File: config.mk
export PLATFORM = sky130hd
export DESIGN_NAME = spi_mstr_cfg_flat
export DESIGN_NICKNAME = d
export VERILOG_FILES = /design/src/rtl/spi_pkg.sv /design/src/rtl/spi_mstr_cfg_if.sv /design/src/rtl/spi_shreg.sv /design/src/rtl/spi_mstr_cfg.sv /design/src/flat_wrapper.sv
export SDC_FILE = /design/constraint.sdc
export NUM_CORES = 1
export LEC_CHECK = 0
export BUFFER_PORTS_ARGS = -buffer_cell sky130_fd_sc_hd__buf_2
export CORE_UTILIZATION = 40
export CTS_BUF_LIST = sky130_fd_sc_hd__clkbuf_4
export DETAILED_ROUTE_END_ITERATION = 10
export PLACE_DENSITY_LB_ADDON = 0.1
export SYNTH_ARGS = -nofsm -noshare
export SYNTH_HDL_FRONTEND = slang
export SYNTH_SLANG_ARGS = --single-unit
File: constraint.sdc
create_clock -name clk -period 2 [get_ports clk]
set_clock_uncertainty 0.1 [all_clocks]
set_input_delay 0.3 -clock clk [delete_from_list [all_inputs] [get_ports clk]]
set_output_delay 0.3 -clock clk [all_outputs]
set_load 0.005 [all_outputs]
File: src/rtl/spi_pkg.sv
// Shared types and elaboration helpers for the configurable SPI master.
package spi_pkg;

  typedef enum logic [2:0] {
    ST_IDLE,
    ST_FRONT,
    ST_LEAD,
    ST_TRAIL,
    ST_BACK
  } spi_state_t;

  typedef struct packed {
    logic cpol;
    logic cpha;
  } spi_mode_t;

  function automatic int max3(input int a, input int b, input int c);
    int m;
    m = (a > b) ? a : b;
    return (m > c) ? m : c;
  endfunction

  function automatic bit params_ok(input int data_w, input int sclk_half,
                                   input int front, input int back,
                                   input int num_ss);
    return (data_w >= 2) && (data_w <= 64) && (sclk_half >= 2) &&
           (front >= 1) && (back >= 1) && (num_ss >= 1);
  endfunction

endpackage

File: src/rtl/spi_mstr_cfg_if.sv
// Command side and SPI pin side of the master, bundled for port connection.
interface spi_mstr_cfg_if #(
  parameter int DATA_W = 16,
  parameter int NUM_SS = 1,
  parameter int SS_W   = (NUM_SS > 1) ? $clog2(NUM_SS) : 1
);

  logic              wrt;
  logic [DATA_W-1:0] cmd;
  logic [SS_W-1:0]   ss_sel;
  logic              cpol;
  logic              cpha;
  logic              MISO;
  logic              SCLK;
  logic              MOSI;
  logic [NUM_SS-1:0] SS_n;
  logic              busy;
  logic              done;
  logic [DATA_W-1:0] rd_data;

  modport master (
    input  wrt, cmd, ss_sel, cpol, cpha, MISO,
    output SCLK, MOSI, SS_n, busy, done, rd_data
  );

  modport slave (
    output wrt, cmd, ss_sel, cpol, cpha, MISO,
    input  SCLK, MOSI, SS_n, busy, done, rd_data
  );

endinterface

File: src/rtl/spi_shreg.sv
// Transmit/receive shift register plus the MISO sample flop; MOSI is the MSB.
module spi_shreg #(
  parameter int DATA_W = 16
) (
  input  logic              clk,
  input  logic              rst_n,
  input  logic              load_i,
  input  logic              shift_i,
  input  logic              sample_i,
  input  logic [DATA_W-1:0] load_data_i,
  input  logic              miso_i,
  output logic              mosi_o,
  output logic [DATA_W-1:0] data_nxt_o
);

  logic [DATA_W-1:0] sr_q, sr_d;
  logic              smp_q, smp_d;

  // NOTE: every always_comb output gets a default first so no path can infer a latch.
  always_comb begin
    sr_d  = sr_q;
    smp_d = smp_q;
    if (load_i) begin
      sr_d = load_data_i;
    end else if (shift_i) begin
      sr_d = {sr_q[DATA_W-2:0], smp_q};
    end
    if (sample_i) begin
      smp_d = miso_i;
    end
  end

  // NOTE: state flops use non-blocking assignment so every flop sees pre-edge values.
  always_ff @(posedge clk or negedge rst_n) begin
    if (!rst_n) begin
      sr_q  <= '0;
      smp_q <= 1'b0;
    end else begin
      sr_q  <= sr_d;
      smp_q <= smp_d;
    end
  end

  assign mosi_o     = sr_q[DATA_W-1];
  assign data_nxt_o = sr_d;

endmodule

File: src/rtl/spi_mstr_cfg.sv
// SPI master with per-transfer mode, configurable width/rate/porches and one-hot selects.
module spi_mstr_cfg
  import spi_pkg::*;
#(
  parameter int DATA_W    = 16,
  parameter int SCLK_HALF = 32,
  parameter int FRONT     = 2,
  parameter int BACK      = 16,
  parameter int NUM_SS    = 1,
  parameter int SS_W      = (NUM_SS > 1) ? $clog2(NUM_SS) : 1
) (
  input  logic           clk,
  input  logic           rst_n,
  spi_mstr_cfg_if.master bus
);

  localparam int TMR_W = $clog2(max3(FRONT, SCLK_HALF, BACK));
  localparam int CNT_W = $clog2(DATA_W);

  localparam logic [TMR_W-1:0] TMR_ONE   = TMR_W'(1);
  localparam logic [TMR_W-1:0] FRONT_RLD = TMR_W'(FRONT - 1);
  localparam logic [TMR_W-1:0] HALF_RLD  = TMR_W'(SCLK_HALF - 1);
  localparam logic [TMR_W-1:0] BACK_RLD  = TMR_W'(BACK - 1);
  localparam logic [CNT_W-1:0] CNT_ONE   = CNT_W'(1);
  localparam logic [CNT_W-1:0] CNT_LAST  = CNT_W'(DATA_W - 1);

  if (!params_ok(DATA_W, SCLK_HALF, FRONT, BACK, NUM_SS)) begin : g_param_err
    $error("spi_mstr_cfg: illegal parameter combination");
  end

  spi_state_t        state_q, state_d;
  logic [TMR_W-1:0]  tmr_q, tmr_d;
  logic [CNT_W-1:0]  cnt_q, cnt_d;
  logic              sclk_q, sclk_d;
  logic [NUM_SS-1:0] ss_n_q, ss_n_d;
  spi_mode_t         mode_q, mode_d;
  logic [DATA_W-1:0] rd_q, rd_d;
  logic              done_q, done_d;

  logic              tmr_zero, load, lead_edge, trail_edge, back_first;
  logic              sample, shift;
  logic [DATA_W-1:0] sr_nxt;

  // Out-of-range indices decode to no select at all.
  function automatic logic [NUM_SS-1:0] ss_decode(input logic [SS_W-1:0] sel);
    logic [NUM_SS-1:0] ss;
    ss = '1;
    for (int i = 0; i < NUM_SS; i++) begin
      if (int'(sel) == i) ss[i] = 1'b0;
    end
    return ss;
  endfunction

  assign tmr_zero   = (tmr_q == '0);
  assign load       = (state_q == ST_IDLE) && bus.wrt;
  assign lead_edge  = tmr_zero && ((state_q == ST_FRONT) || (state_q == ST_TRAIL));
  assign trail_edge = tmr_zero && (state_q == ST_LEAD);
  assign back_first = (state_q == ST_BACK) && (tmr_q == BACK_RLD);

  // cpha=1 skips the shift on the first leading edge and makes it up on entry to BACK.
  assign sample = mode_q.cpha ? trail_edge : lead_edge;
  assign shift  = mode_q.cpha ? ((lead_edge && (state_q == ST_TRAIL)) || back_first)
                              : trail_edge;

  always_comb begin
    state_d = state_q;
    tmr_d   = tmr_q;
    cnt_d   = cnt_q;
    sclk_d  = sclk_q;
    ss_n_d  = ss_n_q;
    mode_d  = mode_q;
    rd_d    = rd_q;
    done_d  = 1'b0;
    unique case (state_q)
      ST_IDLE: begin
        sclk_d = mode_q.cpol;
        if (bus.wrt) begin
          mode_d  = '{cpol: bus.cpol, cpha: bus.cpha};
          tmr_d   = FRONT_RLD;
          cnt_d   = CNT_LAST;
          sclk_d  = bus.cpol;
          ss_n_d  = ss_decode(bus.ss_sel);
          state_d = ST_FRONT;
        end
      end
      ST_FRONT: begin
        if (tmr_zero) begin
          sclk_d  = ~sclk_q;
          tmr_d   = HALF_RLD;
          state_d = ST_LEAD;
        end else begin
          tmr_d = tmr_q - TMR_ONE;
        end
      end
      ST_LEAD: begin
        if (tmr_zero) begin
          sclk_d = ~sclk_q;
          // The back porch is timed from the last trailing edge itself.
          if (cnt_q == '0) begin
            tmr_d   = BACK_RLD;
            state_d = ST_BACK;
          end else begin
            tmr_d   = HALF_RLD;
            state_d = ST_TRAIL;
          end
        end else begin
          tmr_d = tmr_q - TMR_ONE;
        end
      end
      ST_TRAIL: begin
        if (tmr_zero) begin
          cnt_d   = cnt_q - CNT_ONE;
          sclk_d  = ~sclk_q;
          tmr_d   = HALF_RLD;
          state_d = ST_LEAD;
        end else begin
          tmr_d = tmr_q - TMR_ONE;
        end
      end
      ST_BACK: begin
        if (tmr_zero) begin
          ss_n_d  = '1;
          done_d  = 1'b1;
          rd_d    = sr_nxt;
          state_d = ST_IDLE;
        end else begin
          tmr_d = tmr_q - TMR_ONE;
        end
      end
      default: state_d = ST_IDLE;
    endcase
  end

  always_ff @(posedge clk or negedge rst_n) begin
    if (!rst_n) begin
      state_q <= ST_IDLE;
      tmr_q   <= '0;
      cnt_q   <= '0;
      sclk_q  <= 1'b0;
      ss_n_q  <= '1;
      mode_q  <= '0;
      rd_q    <= '0;
      done_q  <= 1'b0;
    end else begin
      state_q <= state_d;
      tmr_q   <= tmr_d;
      cnt_q   <= cnt_d;
      sclk_q  <= sclk_d;
      ss_n_q  <= ss_n_d;
      mode_q  <= mode_d;
      rd_q    <= rd_d;
      done_q  <= done_d;
    end
  end

  spi_shreg #(.DATA_W(DATA_W)) u_shreg (
    .clk        (clk),
    .rst_n      (rst_n),
    .load_i     (load),
    .shift_i    (shift),
    .sample_i   (sample),
    .load_data_i(bus.cmd),
    .miso_i     (bus.MISO),
    .mosi_o     (bus.MOSI),
    .data_nxt_o (sr_nxt)
  );

  assign bus.SCLK    = sclk_q;
  assign bus.SS_n    = ss_n_q;
  assign bus.busy    = (state_q != ST_IDLE);
  assign bus.done    = done_q;
  assign bus.rd_data = rd_q;

endmodule

File: src/flat_wrapper.sv
// flat-port wrapper written by rule: the top's interface ports become plain ports
module spi_mstr_cfg_flat import spi_pkg::*;
#(
  parameter int DATA_W    = 16,
  parameter int SCLK_HALF = 32,
  parameter int FRONT     = 2,
  parameter int BACK      = 16,
  parameter int NUM_SS    = 1,
  parameter int SS_W      = (NUM_SS > 1) ? $clog2(NUM_SS) : 1
)
  (clk, rst_n, bus_wrt, bus_cmd, bus_ss_sel, bus_cpol, bus_cpha, bus_MISO, bus_SCLK, bus_MOSI, bus_SS_n, bus_busy, bus_done, bus_rd_data);
  spi_mstr_cfg_if #(.DATA_W(DATA_W), .NUM_SS(NUM_SS), .SS_W(SS_W)) bus_i ();
  input  logic clk;
  input  logic rst_n;
  input wire logic [$bits(bus_i.wrt)-1:0] bus_wrt;
  input wire logic [$bits(bus_i.cmd)-1:0] bus_cmd;
  input wire logic [$bits(bus_i.ss_sel)-1:0] bus_ss_sel;
  input wire logic [$bits(bus_i.cpol)-1:0] bus_cpol;
  input wire logic [$bits(bus_i.cpha)-1:0] bus_cpha;
  input wire logic [$bits(bus_i.MISO)-1:0] bus_MISO;
  output wire logic [$bits(bus_i.SCLK)-1:0] bus_SCLK;
  output wire logic [$bits(bus_i.MOSI)-1:0] bus_MOSI;
  output wire logic [$bits(bus_i.SS_n)-1:0] bus_SS_n;
  output wire logic [$bits(bus_i.busy)-1:0] bus_busy;
  output wire logic [$bits(bus_i.done)-1:0] bus_done;
  output wire logic [$bits(bus_i.rd_data)-1:0] bus_rd_data;
  assign bus_i.wrt = bus_wrt;
  assign bus_i.cmd = bus_cmd;
  assign bus_i.ss_sel = bus_ss_sel;
  assign bus_i.cpol = bus_cpol;
  assign bus_i.cpha = bus_cpha;
  assign bus_i.MISO = bus_MISO;
  assign bus_SCLK = bus_i.SCLK;
  assign bus_MOSI = bus_i.MOSI;
  assign bus_SS_n = bus_i.SS_n;
  assign bus_busy = bus_i.busy;
  assign bus_done = bus_i.done;
  assign bus_rd_data = bus_i.rd_data;
  spi_mstr_cfg #(.DATA_W(DATA_W), .SCLK_HALF(SCLK_HALF), .FRONT(FRONT), .BACK(BACK), .NUM_SS(NUM_SS), .SS_W(SS_W)) u_core (.clk(clk), .rst_n(rst_n), .bus(bus_i));
endmodule
==> impl_metrics.ini, run 1 <==
[outcome]
outcome = finished clean

[floorplan]
dieHeight_um = 81.7
rows = 28
die_x_um = 81.7
start_util_pct = 42.2
io_pins = 44
coreArea_sq_um = 6030
die_area_sq_um = 6670

[final_layout]
diodes = 0
utilization_pct = 51.2
fin_nets = 334
final_common_cell = dfrtp_1
layout-drive-gt1-share_pct = 33.4
final_cell_mix = 49 x dfrtp_1, 43 x buf_2, 30 x nand2_1, 19 x nand3_1, 19 x buf_4
synthToLayoutAreaGrowth_pct = 21.4

[pwr]
p_leak_nw = 1.51
ir_worst_vdd_mv = 0.407
powerDensity_nw_per_um2 = 1020

[worst_setup_path]
cp-start-kind = flip-flop
r2r_start = u_core.tmr_q[1]
reg2reg_depth = 6
rrSetupSlack_ps = 80
crit_type = reg2reg
cp_max_fo = 9
critical_path_required_ps = 2160
rr_endpoint = u_core.u_shreg.smp_q
cp_data_arrival_time_ps = 2080
setup.worst_path.end_class = flip-flop

[synthesis]
synth.distinct_cells = 49
synthesis.area_sq_um = 2540
synth_xor_area_share_pct = 1.38
synthMuxAreaShare_pct = 7.49
synthSimpleGateAreaFrac_pct = 21.7
synth_top_family_by_area = simple AND/OR/NAND/NOR gates
synthesis.nets = 276
postSynthCellCount = 249
avgSynthCellArea_sq_um = 10.2
async_flop_share_pct = 100
synth-seq-cells = 50
synth-compound-area-share_pct = 13.2
synth_ff_type = dfrtp_1
ys_seq_area_share_pct = 49.3
synth_fa_ha_area_share_pct = 1.97
yosysWarnings = 0
synth_edf_count = 0

[hold_path]
worstHoldStart = bus_cmd[6]
hold_depth = 3
hp-class = in2reg
hold_end = u_core.u_shreg.sr_q[6]

[timing]
finalSetupViolCount = 0
setup-tns-final_ps = 0
hold_viol = 0
hold_slack_ps = 32.4
fin_crit_sh_pct = 96.0
fmax_ghz = 0.521
rsz0062_at_grt = true
post-route-min-period_ps = 1920
slew_violations = 0
slew_headroom_pct = 67.5
tightest_slew_ps = 483

[cts]
clk_pin_slew_ps = 160
clock-sinks = 50
tritoncts = yes
cts_made_buffers = 5
clkLatencyLatePin_ps = 370
max-clock-path-buffers = 2
h-tree-depth = 2
cts_root_buf = clkbuf_4

[run]
max-cap-violations = 0

[grt]
grt_first_pass_wirelength_mm = 9.58
grt_usage_pct = 18.9
gr-total-overflow = 0
grtUsageMet3_pct = 4.22
grt_pass1_vias = 1967
grt_busiest_layer = met2
met1_usage_pct = 27.6
grtUsageMet2_pct = 28.2
grt_max_degree = 51
antenna_found_initial = 0

[detailed_routing]
wirelength_mm = 5.74
ant_nets = 0
via_count = 2052
drc = 0
drt-vias-per-instance = 5.36
drt_pass1_iterations = 4
routedWlPerCell_um = 15.0
drtIter0Drc = 107

[placed_design]
io_buffers = 43
gp_congestion = 0.755
dp_hpwl_mm = 3.92
-- worst max-delay path by stage --
stage	depth (start not counted)	to	slack, ps	startpoint
floorplan	7	u_core.tmr_q[4]	130	u_core.tmr_q[0]
global placement	6	u_core.u_shreg.sr_q[14]	110	u_core.tmr_q[0]
detailed placement	6	u_core.tmr_q[4]	90	u_core.tmr_q[1]
CTS	2	bus_busy	8	u_core.state_q[0]
global route	6	u_core.u_shreg.smp_q	-9	u_core.tmr_q[1]
finish	6	u_core.u_shreg.smp_q	80	u_core.tmr_q[1]
-- synth_stat cells, drive strengths merged, types with 2 or more instances --
library cell,n,area share [%]
dfrtp,49,48
nand2,30,4.4
nand3,20,4.1
o21ai,17,3.3
mux2,16,7.1
a21oi,14,2.8
nand4,13,3.4
buf,10,2.7
nor2,9,1.3
o211ai,9,2.7
clkbuf,7,1.1
inv,7,1.0
nor2b,5,1.2
ha,4,2.0
a31oi,3,0.74
nor3,3,0.79
xnor2,3,1.0
a211oi,2,0.59
and4,2,0.69
nor4,2,1.1
nor4b,2,1.5
o22a,2,0.69
or2,2,0.49
or3,2,0.49
-- stage by stage --
stage	std cells	total power [mW]	area (sq um)	setup slack (ps)
global route	383	3.40	3080	-8.75
global placement	370	2.52	2940	109
finish	383	3.16	3080	79.6
detailed placement	370	2.54	2940	86.3
CTS	380	3.15	3040	8.11
floorplan	249	2.36	2540	130
-- registers in the layout, summed over array words and instances (netlist names) --
signal                flops
u_core.cnt_q              4
u_core.bus.SS_n           1
u_core.state_q            3
u_core.u_shreg.sr_q      16
u_core.bus.SCLK           1
u_core.u_shreg.smp_q      1
u_core.tmr_q              5
u_core.mode_q             2
u_core.bus.rd_data       16
u_core.bus.done           1
-- where the power goes --
| group | switching (mW) | leakage (nW) | internal [mW] |
|---|---|---|---|
| registers | 0.272 | 0.626 | 1.30 |
| clock network | 0.322 | 0.0419 | 0.278 |
| logic | 0.483 | 0.845 | 0.508 |
-- logic make-up (layout without fill, tap and decap cells) --
kind of cell               Yosys count  count (layout)
DFF                                 50              50
muxes                               17              17
and+or+nand+nor                     95              95
AOI/OAI and AO/OA                   54              54
xor gates and xnor gates             4               4
buffers and inverters               25              84
adders and majority gates            4               4
-- routing by layer --
metal	part of all wire [%]	wire length [um]	up-vias
li1	-	-	1017
met1	50	2860	982
met2	45	2590	51
met3	4.6	266	2
met4	0.37	21	0
met5	0	0	-
-- timing repair --
item                                    4_1_cts  5_1_grt
buffers inserted                              0        3
endpoints found under the setup margin        0       16
resized for setup                             0        5
hold buffers                                  2        0
endpoints found under the hold margin        50        0
-- critical path, stage by stage (launching register included) --
cell	delay (ps)
dfrtp_1	410
inv_1	80
ha_1	160
or4b_4	550
or3_1	330
mux2i_1	130
nor2_1	50
-- cell type report --
type,count,area [sq um]
inverters,8,30.0
well taps,75,93.8
flip-flops and latches,50,1250
clock inverters,2,37.5
multi-input cells,174,1180
fillers,572,2940
clock buffers,6,45.0
repair buffers,68,449
Note: power is estimated with default switching activity, not from simulation.
==> inputs of run 2 (changes only) <==
Settings changed: CTS_CLUSTER_SIZE set to 24, SYNTH_HIERARCHICAL set to 1.
==> run 2 against run 1 <==
  * The flow now finishes with violations (negative setup slack)
  * Fmax decreased by 23%
  * Cell area increased by 2.4%
  * Area after synthesis increased by 1.2%
  * Synthesized cell count decreased by 4.8%
  * Total power increased by 10%
  * Sequential share of layout area decreased by 0.96 points
  * Via count decreased by 4.3%
  * Global-route usage decreased by 0.83 points
==> impl_metrics.ini, run 2 <==
[outcome]
outcome = finished with violations
violations = negative setup slack

[worst_setup_path]
reg2reg_depth = 10
rrSetupSlack_ps = -500
critical_path_required_ps = 2180
crit_type = reg2reg
cp-start-kind = flip-flop
r2r_start = u_core/tmr_q[0]
slowest_delay_ps = 470
cp_data_arrival_time_ps = 2670
setup.worst_path.end_class = flip-flop
cp_max_fo = 16
cpLargestDelayFamily = simple AND/OR/NAND/NOR gates
timing.critical_path.mode_cell = mux2i_1
crit_slowest_cell = or4b_4
rr_endpoint = u_core/bus.rd_data[13]
cp_cell_sequence = inv_2 > ha_4 > or4b_4 > nor3_4 > mux2i_1 > o21ai_2 > buf_12 > mux2i_1 > o21ai_1 > mux2_4
path_buf_inv = 2

[detailed_routing]
drt-vias-per-instance = 5.13
ant_nets = 0
via_count = 1964
drt_pass1_iterations = 4
drtIter0Drc = 60
routedWlPerCell_um = 14.5
drc = 0
wirelength_mm = 5.54

[grt]
grt_usage_pct = 18.1
grt_pass1_vias = 1830
grt_first_pass_wirelength_mm = 9.00
antenna_found_initial = 0
grt_max_degree = 39
gr-total-overflow = 0

[timing]
fin_crit_sh_pct = 125
finalSetupViolCount = 32
setup-tns-final_ps = -11720
tightest_slew_ps = 436
hold_viol = 0
post-route-min-period_ps = 2500
fmax_ghz = 0.401
final_critical_path_setup_slack_ps = -496
hold_slack_ps = 27.8
rsz0062_at_grt = true
slew_headroom_pct = 70.9
slew_violations = 0

[floorplan]
rows = 28
io_pins = 44
dieHeight_um = 82.2
die_x_um = 82.2
die_area_sq_um = 6750
start_util_pct = 42.4
coreArea_sq_um = 6060

[placed_design]
dp_hpwl_mm = 3.78
gp_congestion = 0.776
placed_cells = 367
io_buffers = 43

[final_layout]
instances_no_fill = 383
layout-drive-gt1-share_pct = 37.3
synthToLayoutAreaGrowth_pct = 22.9
diodes = 0
fin_nets = 335
final_cell_mix = 49 x dfrtp_1, 43 x buf_2, 33 x buf_4, 30 x nand2_1
final_common_cell = dfrtp_1

[hold_path]
hold_end = u_core/mode_q[1]
worstHoldStart = bus_cpol
hp-class = in2reg
hold_depth = 3

[synthesis]
yosysMostFrequentCell = dfrtp_1
async_flop_share_pct = 100
synthesis.nets = 265
postSynthCellCount = 237
ys_seq_area_share_pct = 48.7
yosysWarnings = 6
synth-seq-cells = 50
netlist_top_cells_count = 49 x dfrtp_1, 30 x nand2_1, 18 x mux2i_1, 16 x o21ai_0, 12 x o21ai_1
yosysTopAreaCell = dfrtp_1
synth_edf_count = 0
synth.distinct_cells = 46
synthTopCellsByArea = dfrtp_1 48%, mux2i_1 7.0%, mux2_4 5.3%
synth_ff_type = dfrtp_1
synthesis.area_sq_um = 2570
avgSynthCellArea_sq_um = 10.8
yosys.area.top_type_share_pct = 47.7

[pwr]
powerDensity_nw_per_um2 = 1100
p_leak_nw = 1.37
ir_worst_vdd_mv = 0.443

[cts]
h-tree-depth = 2
cts_root_buf = clkbuf_4
clkLatencyLatePin_ps = 370
cts_made_buffers = 5
clk_pin_slew_ps = 150
max-clock-path-buffers = 2
tritoncts = yes
clock-sinks = 50

[run]
max-cap-violations = 0
[run 2: cell count changes after synthesis, moves of 3 or more]
| cell | change |
|---|---|
| mux2_2 | -7 |
| xnor2_1 | -3 |
| o21ai_1 | +12 |
| mux2_4 | +9 |
| nand3_1 | -16 |
| nand4_1 | -12 |
| nor2b_1 | -3 |
| o211ai_1 | -8 |
| a21oi_1 | -4 |
| inv_1 | +3 |
| mux2i_1 | +17 |
| buf_4 | -3 |
| buf_6 | +3 |
[run 2: cell families (layout without fill, tap and decap cells)]
family,count (synthesis),in the layout,synth area share (%)
flip-flops,50,50,48.7
AND/OR/NAND/NOR,61,61,12.9
XOR/XNOR,1,1,0.341
multiplexers,36,36,16.2
AO/OA/AOI/OAI,57,57,13.1
buffers and inverters,27,98,6.28
adder cells (fa/ha/maj),5,5,2.43
[run 2: metal layers]
metal  vias up  wire [um]  global-route usage (%)
met3         5        186                    3.74
li1        980          -                       -
met1       948       2740                    24.8
met5         -          0                       0
met2        31       2560                    29.1
met4         0         55                    4.74
[run 2: layout make-up]
type	instances	area, sq um
Clock buffer	5	37.5
Clock inverter	3	20.0
Fill cell	552	2900
Inverter	10	37.5
Multi-Input combinational cell	160	1190
Sequential cell	50	1250
Tap cell	75	93.8
Timing Repair Buffer	80	523
[run 2: worst max path at each step]
stage | cells after the start | end | start | slack (ps)
floorplan | 12 | u_core/bus.rd_data[7] | u_core/tmr_q[0] | -690
global placement | 10 | u_core/bus.rd_data[0] | u_core/tmr_q[1] | -470
detailed placement | 10 | u_core/bus.rd_data[1] | u_core/tmr_q[0] | -480
CTS | 10 | u_core/bus.rd_data[13] | u_core/tmr_q[0] | -510
global route | 10 | u_core/bus.rd_data[1] | u_core/tmr_q[0] | -610
finish | 10 | u_core/bus.rd_data[13] | u_core/tmr_q[0] | -500
[run 2: per-stage QoR]
step / power [mW] / setup WS [ps] / instance area, sq um / util (%)
after floorplan: 2.40 / -691 / 2590 / -
after global placement: 2.93 / -467 / 3020 / 49.8
after detailed placement: 2.94 / -480 / 3020 / 49.8
after CTS: 3.46 / -508 / 3120 / 51.4
after global routing: 3.74 / -614 / 3160 / 52.1
final: 3.48 / -496 / 3160 / 52.1
[run 2: worst min-delay path: stages]
cell     delay, ps
buf_2           90
nand2_1         40
nand2_1         50
[run 2: repair_timing]
| action | CTS | global route |
|---|---|---|
| buffers inserted | 2 | 4 |
| setup endpoints to repair | 34 | 37 |
| resized for setup | 4 | 4 |
| pin swaps | 0 | 2 |
| endpoints found under the hold margin | 19 | 0 |
| hold buffers | 2 | 0 |
[run 2: power breakdown]
| part | internal [mW] | switching, mW | total, mW |
|---|---|---|---|
| Sequential | 1.33 | 0.209 | 1.54 |
| Combinational | 0.735 | 0.718 | 1.45 |
| Clock | 0.138 | 0.346 | 0.484 |
